**src/rtl/shift_pkg.sv**
```systemverilog
// Shared shift-mode encodings and a reusable round-robin pick function.
package shift_pkg;

    localparam logic [1:0] MODE_LEFT_LOGICAL  = 2'b00;
    localparam logic [1:0] MODE_RIGHT_LOGICAL = 2'b10;
    localparam logic [1:0] MODE_RIGHT_ARITH   = 2'b11;

    localparam int RR_MAXW = 32;
    localparam int RR_IDXW = 5;

    typedef struct packed {
        logic               found;
        logic [RR_IDXW-1:0] idx;
    } rr_pick_t;

    // First set bit of valid at or after ptr, searching modulo n (n <= RR_MAXW).
    function automatic rr_pick_t rr_pick(input logic [RR_MAXW-1:0] valid,
                                         input logic [RR_IDXW-1:0] ptr,
                                         input int                 n);
        rr_pick_t r;
        int       j;
        r.found = 1'b0;
        r.idx   = '0;
        for (int k = 0; k < RR_MAXW; k++) begin
            if (k < n) begin
                j = int'(ptr) + k;
                if (j >= n) j = j - n;
                if (!r.found && valid[j]) begin
                    r.found = 1'b1;
                    r.idx   = RR_IDXW'(j);
                end
            end
        end
        return r;
    endfunction

endpackage

```
**src/rtl/barrel_shifter.sv**
```systemverilog
// Combinational shifter: logical left, logical right, arithmetic right or pass-through.
module barrel_shifter
    import shift_pkg::*;
#(
    parameter int DATA_LENGTH = 8,
    localparam int SAW = $clog2(DATA_LENGTH)
) (
    input  logic signed [DATA_LENGTH-1:0] data_in,
    input  logic                          right,
    input  logic                          arith,
    input  logic        [SAW-1:0]         sa,
    output logic        [DATA_LENGTH-1:0] data_out
);

    always_comb begin
        data_out = data_in;
        case ({right, arith})
            MODE_LEFT_LOGICAL:  data_out = data_in << sa;
            MODE_RIGHT_LOGICAL: data_out = $unsigned(data_in) >> sa;
            MODE_RIGHT_ARITH:   data_out = data_in >>> sa;
            default:            data_out = data_in;
        endcase
    end

endmodule

```
**src/rtl/shift_arbiter.sv**
```systemverilog
// Round-robin arbiter sharing one barrel shifter among NUM_REQ requesters,
// with a single registered, back-pressured output slot tagged by requester id.
module shift_arbiter
    import shift_pkg::*;
#(
    parameter int DATA_LENGTH = 8,
    parameter int NUM_REQ     = 4,
    localparam int SAW = $clog2(DATA_LENGTH),
    localparam int IDW = $clog2(NUM_REQ)
) (
    input  logic                           clk,
    input  logic                           rst_n,
    input  logic [NUM_REQ-1:0]             req_valid,
    output logic [NUM_REQ-1:0]             req_ready,
    input  logic [NUM_REQ*DATA_LENGTH-1:0] req_data,
    input  logic [NUM_REQ-1:0]             req_right,
    input  logic [NUM_REQ-1:0]             req_arith,
    input  logic [NUM_REQ*SAW-1:0]         req_sa,
    output logic                           rsp_valid,
    input  logic                           rsp_ready,
    output logic [DATA_LENGTH-1:0]         rsp_data,
    output logic [IDW-1:0]                 rsp_id,
    output logic [15:0]                    op_count
);

    logic                   rsp_valid_q, rsp_valid_d;
    logic [DATA_LENGTH-1:0] rsp_data_q,  rsp_data_d;
    logic [IDW-1:0]         rsp_id_q,    rsp_id_d;
    logic [IDW-1:0]         rr_ptr_q,    rr_ptr_d;
    logic [15:0]            op_count_q,  op_count_d;

    rr_pick_t               pick;
    logic [NUM_REQ-1:0]     grant;
    logic [IDW-1:0]         win_id;
    logic                   slot_free;

    logic [DATA_LENGTH-1:0] sh_data, sh_out;
    logic                   sh_right, sh_arith;
    logic [SAW-1:0]         sh_sa;

    always_comb begin
        pick = rr_pick(RR_MAXW'(req_valid), RR_IDXW'(rr_ptr_q), NUM_REQ);
        for (int i = 0; i < NUM_REQ; i++)
            grant[i] = pick.found && (pick.idx == RR_IDXW'(i));
    end

    assign win_id    = IDW'(pick.idx);
    assign slot_free = !rsp_valid_q || rsp_ready;
    // Gated by rst_n so nothing is handed a ready during the reset cycle.
    assign req_ready = grant & {NUM_REQ{slot_free && rst_n}};

    // grant is one-hot, so OR-ing the gated slices is a cheap mux.
    always_comb begin
        sh_data  = '0;
        sh_right = 1'b0;
        sh_arith = 1'b0;
        sh_sa    = '0;
        for (int i = 0; i < NUM_REQ; i++) begin
            if (grant[i]) begin
                sh_data  = sh_data  | req_data[i*DATA_LENGTH +: DATA_LENGTH];
                sh_right = sh_right | req_right[i];
                sh_arith = sh_arith | req_arith[i];
                sh_sa    = sh_sa    | req_sa[i*SAW +: SAW];
            end
        end
    end

    barrel_shifter #(.DATA_LENGTH(DATA_LENGTH)) u_shifter (
        .data_in  (sh_data),
        .right    (sh_right),
        .arith    (sh_arith),
        .sa       (sh_sa),
        .data_out (sh_out)
    );

    always_comb begin
        rsp_valid_d = rsp_valid_q;
        rsp_data_d  = rsp_data_q;
        rsp_id_d    = rsp_id_q;
        rr_ptr_d    = rr_ptr_q;
        op_count_d  = op_count_q;
        if (|req_ready) begin
            rsp_valid_d = 1'b1;
            rsp_data_d  = sh_out;
            rsp_id_d    = win_id;
            rr_ptr_d    = (win_id == IDW'(NUM_REQ-1)) ? '0 : win_id + IDW'(1);
            op_count_d  = op_count_q + 16'd1;
        end else if (slot_free) begin
            rsp_valid_d = 1'b0;
        end
    end

    always_ff @(posedge clk) begin
        if (!rst_n) begin
            rsp_valid_q <= 1'b0;
            rsp_data_q  <= '0;
            rsp_id_q    <= '0;
            rr_ptr_q    <= '0;
            op_count_q  <= '0;
        end else begin
            rsp_valid_q <= rsp_valid_d;
            rsp_data_q  <= rsp_data_d;
            rsp_id_q    <= rsp_id_d;
            rr_ptr_q    <= rr_ptr_d;
            op_count_q  <= op_count_d;
        end
    end

    assign rsp_valid = rsp_valid_q;
    assign rsp_data  = rsp_data_q;
    assign rsp_id    = rsp_id_q;
    assign op_count  = op_count_q;

endmodule

```
**config.mk**
```make
export PLATFORM = sky130hd
export DESIGN_NAME = shift_arbiter
export DESIGN_NICKNAME = d
export VERILOG_FILES = /design/src/rtl/shift_pkg.sv /design/src/rtl/barrel_shifter.sv /design/src/rtl/shift_arbiter.sv
export SDC_FILE = /design/constraint.sdc
export NUM_CORES = 1
export LEC_CHECK = 0
export CORE_MARGIN = 10
export CORE_UTILIZATION = 51
export DETAILED_ROUTE_END_ITERATION = 16
export GPL_ROUTABILITY_DRIVEN = 0
export GPL_TIMING_DRIVEN = 0
export PLACE_DENSITY = 0.95
export SETUP_SLACK_MARGIN = 0.2
export SYNTH_ARGS = -nofsm -noshare
export SYNTH_HDL_FRONTEND = slang
export SYNTH_SLANG_ARGS = --single-unit
```
**constraint.sdc**
```tcl
create_clock -name clk -period 7 [get_ports clk]
set_clock_uncertainty 0.1 [all_clocks]
set_input_delay 1.4 -clock clk [delete_from_list [all_inputs] [get_ports clk]]
set_output_delay 1.4 -clock clk [all_outputs]
set_load 0.005 [all_outputs]
```
* Word level (Yosys, flattened, before mapping)
Index checks and enable logic that the tools add are counted.
W data, S select, Z words.
** Cells by class
- $add $sub $neg :: 9
- Multiply operators :: 0
- Div/mod/pow operators :: 0
- Order comparisons :: 8
- Eq/ne operators :: 6
- Shifts and indexed selects :: 3
- Mux-type cells :: 40
- Bitwise operators :: 13
- Reduce and logical (&&, ||, !) cells :: 17
** Operators by type and width (number)
- $lt A32 B7 Y1 const B :: 4
- $mux W32 :: 4
- $mux W8 :: 4
- $mux W6 :: 4
- $or A8 B8 Y8 :: 3
- $pmux W8 S3 :: 1
- $bmux W1 S5 :: 4
- $mux W1 :: 18
- $add A16 B1 Y16 const B :: 1
- $mux W3 :: 4
- $sub A3 B3 Y4 const B :: 3
- $eq A5 B2 Y1 const B :: 2
- $ge A3 B3 Y1 const B :: 3
- $or A3 B3 Y3 :: 3
- $logic_and A1 B1 Y1 :: 8
- $shl A8 B3 Y8 :: 1
- $shr A8 B3 Y8 :: 1
- $sshr A8 B3 Y8 :: 1
- $add A2 B2 Y3 const B :: 2
- $eq A2 B2 Y1 const B :: 3
- $or A1 B1 Y1 :: 6
- $eq A5 B1 Y1 const B :: 1
- $logic_not A5 Y1 :: 1
- $and A4 B4 Y4 :: 1
- 10 further kinds :: 13
** Storage, ports and cells
- Bits in registers :: 29
- Latch bits :: 0
- Memory bits (writable) :: 0
- ROM bits :: 0
- Bits of input ports :: 59
- Word-level logic and storage cells :: 101
- Memories :: 0

* Logic depth before layout (Yosys ltp)
Gate-level depths: netlist of the first run.
- Word-level depth :: 26
- Mapped depth :: 18
- Mapped depth without buffers :: 14

* Cells and area by module
Synthesis of the first run repeated with hierarchy kept, for this count alone.
** Unflattened totals
- Cell total of the unflattened synthesis :: 339
- Area total of the unflattened synthesis :: 2742.6 µm²
** Modules (own cells, without submodules)
- shift_arbiter :: instances 1, cells an instance 244, area an instance 1969.4 µm²
- barrel_shifter :: instances 1, cells an instance 95, area an instance 773.2 µm²

* Worst setup path before layout of the first run
OpenSTA, ideal clock, no wires.
- Path kind :: in2out
- From :: input port req_valid[3]
- To :: output port req_ready[0]
- Data arrival time :: 3239 ps
- Required time :: 5500 ps
- Setup slack :: 2261 ps
- Stages :: 9
- Cells stage by stage :: buf_2 > mux4_2 > nor2_1 > nand3_1 > a31oi_1 > inv_1 > ha_1 > buf_2 > and2_1
** RTL lines
- start: declaration :: RTL line shift_arbiter.sv:13 : input logic [NUM_REQ-1:0] req_valid,
- end: declaration :: RTL line shift_arbiter.sv:14 : output logic [NUM_REQ-1:0] req_ready,

==> results.txt, run 1 <==
- Measured along the x axis, the die boundary spans 93.5 um.
* FF-to-FF End: rsp_data[7]
* Count of warnings emitted by yosys: 0
* Leakage power figure: 1.47 nW
- Total I/O pin count: 90
- For this run the aggregate overflow at the end of global routing stands at 0.
- Across the run, the number of max-cap violations was 0.
- The setup check on the worst reg-to-reg path leaves a slack of 2.08 ns.
* Max Transition Viols Final: 0
* # H-tree levels: 2
* CTS Buf Count: 5
- STA puts the critical path data required time at 5.50 ns.
* Clock sink total: 29
* Peak VDD IR: 0.000282 V
- Setup fix buffers added after clock tree synthesis: 0
* Power density over the cells: 480 nW/um2
* Most common library cell in the layout ignoring fill and taps: sky130_fd_sc_hd__clkdlybuf4s50_1
- Initial antenna violation count: 0
- In the synthesized netlist the async set-or-reset flop fraction comes to 0%.
- Setup violations, final: 0
* Accumulated negative setup slack: 0 ns
- TritonCTS clock tree: done
* Total standard cell area after synthesis: roughly 2800 um2
* All-layer global routing usage: 23.2%
- For this run, the top clock speed supported by timing is between 0.15 and 0.2 GHz.
* Type of origin of the critical path: input port
- Utilization after layout: 73.9%
- From bottom edge to top edge, the die measures 93.5 um.
- Run status: finished, final reports clean
- Layout cells sized above 1: between 7 and 8%
- Area post-placement: 3720 um2
* Category of the worst setup path capture point: output port
- Period minus WS final: 6.09 ns
- Core Box Area: 5170 um2
* Topmost layer with routed signal wires: met4
- The number of antenna diodes in the final layout is 0.
- Total of hold buffers inserted after clock tree synthesis: 0
* Buffers from clock root to sink, at most: 2
- Dividing the final minimum period by the clock period gives roughly 87%.
- Data arrival, critical path: 4.59 ns
- Summing all flip-flop and latch instances after layout gives 581 um2.
- In this run, synthesis inferred 0 flip-flops with an integrated enable.
- The startpoint identified for the worst hold timing path is rsp_data[5].
- Relative slew margins: between 60% and 70%
- In this run the tool buffered the top-level ports with 88 buffer cells.
- The number of nets handed over by synthesis was 420.
- Dividing the detail-routed via count by the number of cells gives about 6.8.
* RSZ-0062 raised after global routing: no
- Routed metal-1 wirelength: 3650 um
- Capture endpoint of the worst hold path: rsp_data[5]
* Length of the first detailed-routing pass in iterations: 8
- In this run the core area contains 26 standard-cell rows.
- Counting flops and latches in the post-synthesis netlist gives 29.
- At the later pin of the worst-skew pair, clock insertion delay measures 0.28 ns.
* Clock-pin transition on the worst setup and hold timing paths: ~0.060 ns
- Dominant synthesized flop cell: sky130_fd_sc_hd__dfxtp_1
* Fill cells: 363
- Averaged over all synthesized cells, the footprint is 7.80 um2.
- The HPWL after detailed placement is 8010 um.
* Pin count of the biggest net entering global routing: 11
- Number of routed nets with antenna violations: 0
- The number of hold-slack violations in the final timing report came to 0.
- The startpoint identified for the worst register-to-register timing path is rr_ptr_q[0].
* Worst Max-Slew Pin Slew: 0.505 ns
* Global-route wire length before repair: around 17000 um
- The synthesized netlist contains 56 unique library cells.
- Critical path type: in -> out
* Clock root cell: sky130_fd_sc_hd__clkbuf_8
* Worst-case hold slack: 0.423 ns
- The worst hold path passes through 2 cells.
- Starting DRT DRC Count: 491
- Mean routed wirelength per cell: 20.2 um
- Area of combinational cells with multiple inputs: 2010 um2
- Synth-to-layout area growth: 38.8%
* Detailed-route DRC error count: 0
* Quantity of gates resized following cts: 0
- Sequential-to-total area share from yosys stat: 21.1%
* Met3 Routed Length: 928 um
- Class of the tightest hold or removal check: reg -> reg
- The routed layout has 3531 vias.
- Wire length after detailed routing: roughly 10000 um
- In the final design database the tool counted 515 nets.
* Initial cell density of the core: 53.2%
- Count of mapped cells out of synthesis: 353
* Number of global-route vias before repair: 3351
- Area of all placed cells without fillers: ~3800 um2
- Along the worst path, the maximum fanout reaches 10.
- For the worst flop-to-flop path, the logic depth is 15.
* Design Power: 1.84 mW
- The floorplan step defined a die boundary enclosing 8740 um2.
- WL met2: 5450 um
- The top cell types in the final layout, fill and taps aside, are 88 x sky130_fd_sc_hd__clkdlybuf4s50_1, 33 x sky130_fd_sc_hd__nand2_1, 29 x sky130_fd_sc_hd__a22oi_1, 29 x sky130_fd_sc_hd__dfxtp_1, 23 x sky130_fd_sc_hd__and2_1.
## cells in the mapped netlist, drive strengths merged (2+ instances only)
cell type  number  area, um2
o211ai          9       67.6
buf            13       80.1
mux2i          12        120
inv             8       30.0
a211oi          9       67.6
a21oi          14       73.8
nand2b          3       18.8
and2           23        144
a21o            3       22.5
o211a           2       20.0
o221ai          2       17.5
nor3            6       30.0
dfxtp          29        581
ha              8        100
and4            4       35.0
o21ai          21        105
a2111oi         3       26.3
a31oi           6       37.5
a22oi          29        218
nor2b           3       18.8
xnor2          12        105
a22o            3       26.3
and3            4       25.0
nand2          33        124
a21boi          4       30.0
mux4            3       67.6
o2111ai         3       26.3
o21bai          2       15.0
clkbuf         14       52.6
a221oi          5       43.8
nor2           16       60.1
o21a            2       15.0
mux2            4       45.0
o2111a          2       22.5
nand3          13       70.1
nand4          13        106
## state kept, by name (all words and copies together) (netlist names)
name / cells
rsp_id: 2
rr_ptr_q: 2
rsp_valid: 1
rsp_data: 8
op_count: 16
## worst max-delay path by stage
stage / startpoint / endpoint / slack (ns)
floorplan: req_valid[3] / req_ready[0] / 2.26
global placement: req_valid[2] / req_ready[3] / 1.03
detailed placement: req_valid[2] / req_ready[3] / 0.99
CTS: req_valid[2] / req_ready[3] / 0.98
global route: req_valid[2] / req_ready[3] / 0.74
finish: req_valid[2] / req_ready[3] / 0.91
## logic make-up (layout without fill, tap and decap cells)
family / Yosys count / count (layout) / synth area share [%]
xor gates and xnor gates: 13 / 13 / 4.13
AOI/OAI and AO/OA: 128 / 128 / 33.1
buffers and inverters: 35 / 131 / 5.91
muxes: 19 / 19 / 8.45
DFF: 29 / 29 / 21.1
adders and majority gates: 8 / 8 / 3.63
and+or+nand+nor: 121 / 121 / 23.7
## stage by stage
| step | setup slack, ns | std cells |
|---|---|---|
| final | 0.905 | 519 |
| after global routing | 0.738 | 519 |
| after CTS | 0.979 | 519 |
| after detailed placement | 0.994 | 511 |
| after global placement | 1.03 | 511 |
| after floorplan | 2.26 | 353 |
## area by class of cell
type,instances,share of cell area (%)
clock buffer,7,2.52
inverter,8,0.785
sequential,29,15.2
buffer,27,3.47
timing repair buffer,88,23.0
tap,70,2.29
multi-input combinational,289,52.6
clock inverter,1,0.131
## critical path: stages
cell and delay [ns]:
sky130_fd_sc_hd__clkdlybuf4s50_1 0.54, sky130_fd_sc_hd__mux4_2 0.58, sky130_fd_sc_hd__nor2_1 0.25, sky130_fd_sc_hd__nand3_1 0.11, sky130_fd_sc_hd__a31oi_1 0.40, sky130_fd_sc_hd__ha_1 0.22
sky130_fd_sc_hd__buf_2 0.18, sky130_fd_sc_hd__buf_2 0.26, sky130_fd_sc_hd__and2_1 0.16, sky130_fd_sc_hd__clkdlybuf4s50_1 0.50
## where the power goes
part | internal (mW) | switching [mW]
clock | 0.0887 | 0.0644
combinational | 0.540 | 0.916
sequential | 0.200 | 0.0271
## per-layer routing
| metal | track usage (%) | up-vias |
|---|---|---|
| met5 | 0 | - |
| met4 | 8.87 | 0 |
| met3 | 4.64 | 77 |
| met2 | 42.3 | 254 |
| met1 | 25.6 | 1648 |
| li1 | - | 1552 |
No activity file was read; power rests on OpenSTA's default activity.
==> inputs of run 2 (changes only) <==
--- a/config.mk
+++ b/config.mk
@@ -7,6 +7,7 @@
 export LEC_CHECK = 0
 export CORE_MARGIN = 10
 export CORE_UTILIZATION = 51
+export CTS_CLUSTER_DIAMETER = 120
 export DETAILED_ROUTE_END_ITERATION = 16
 export GPL_ROUTABILITY_DRIVEN = 0
 export GPL_TIMING_DRIVEN = 0
==> results of run 2 <==
Final layout, timing and power as in run 1 (identical DEF).
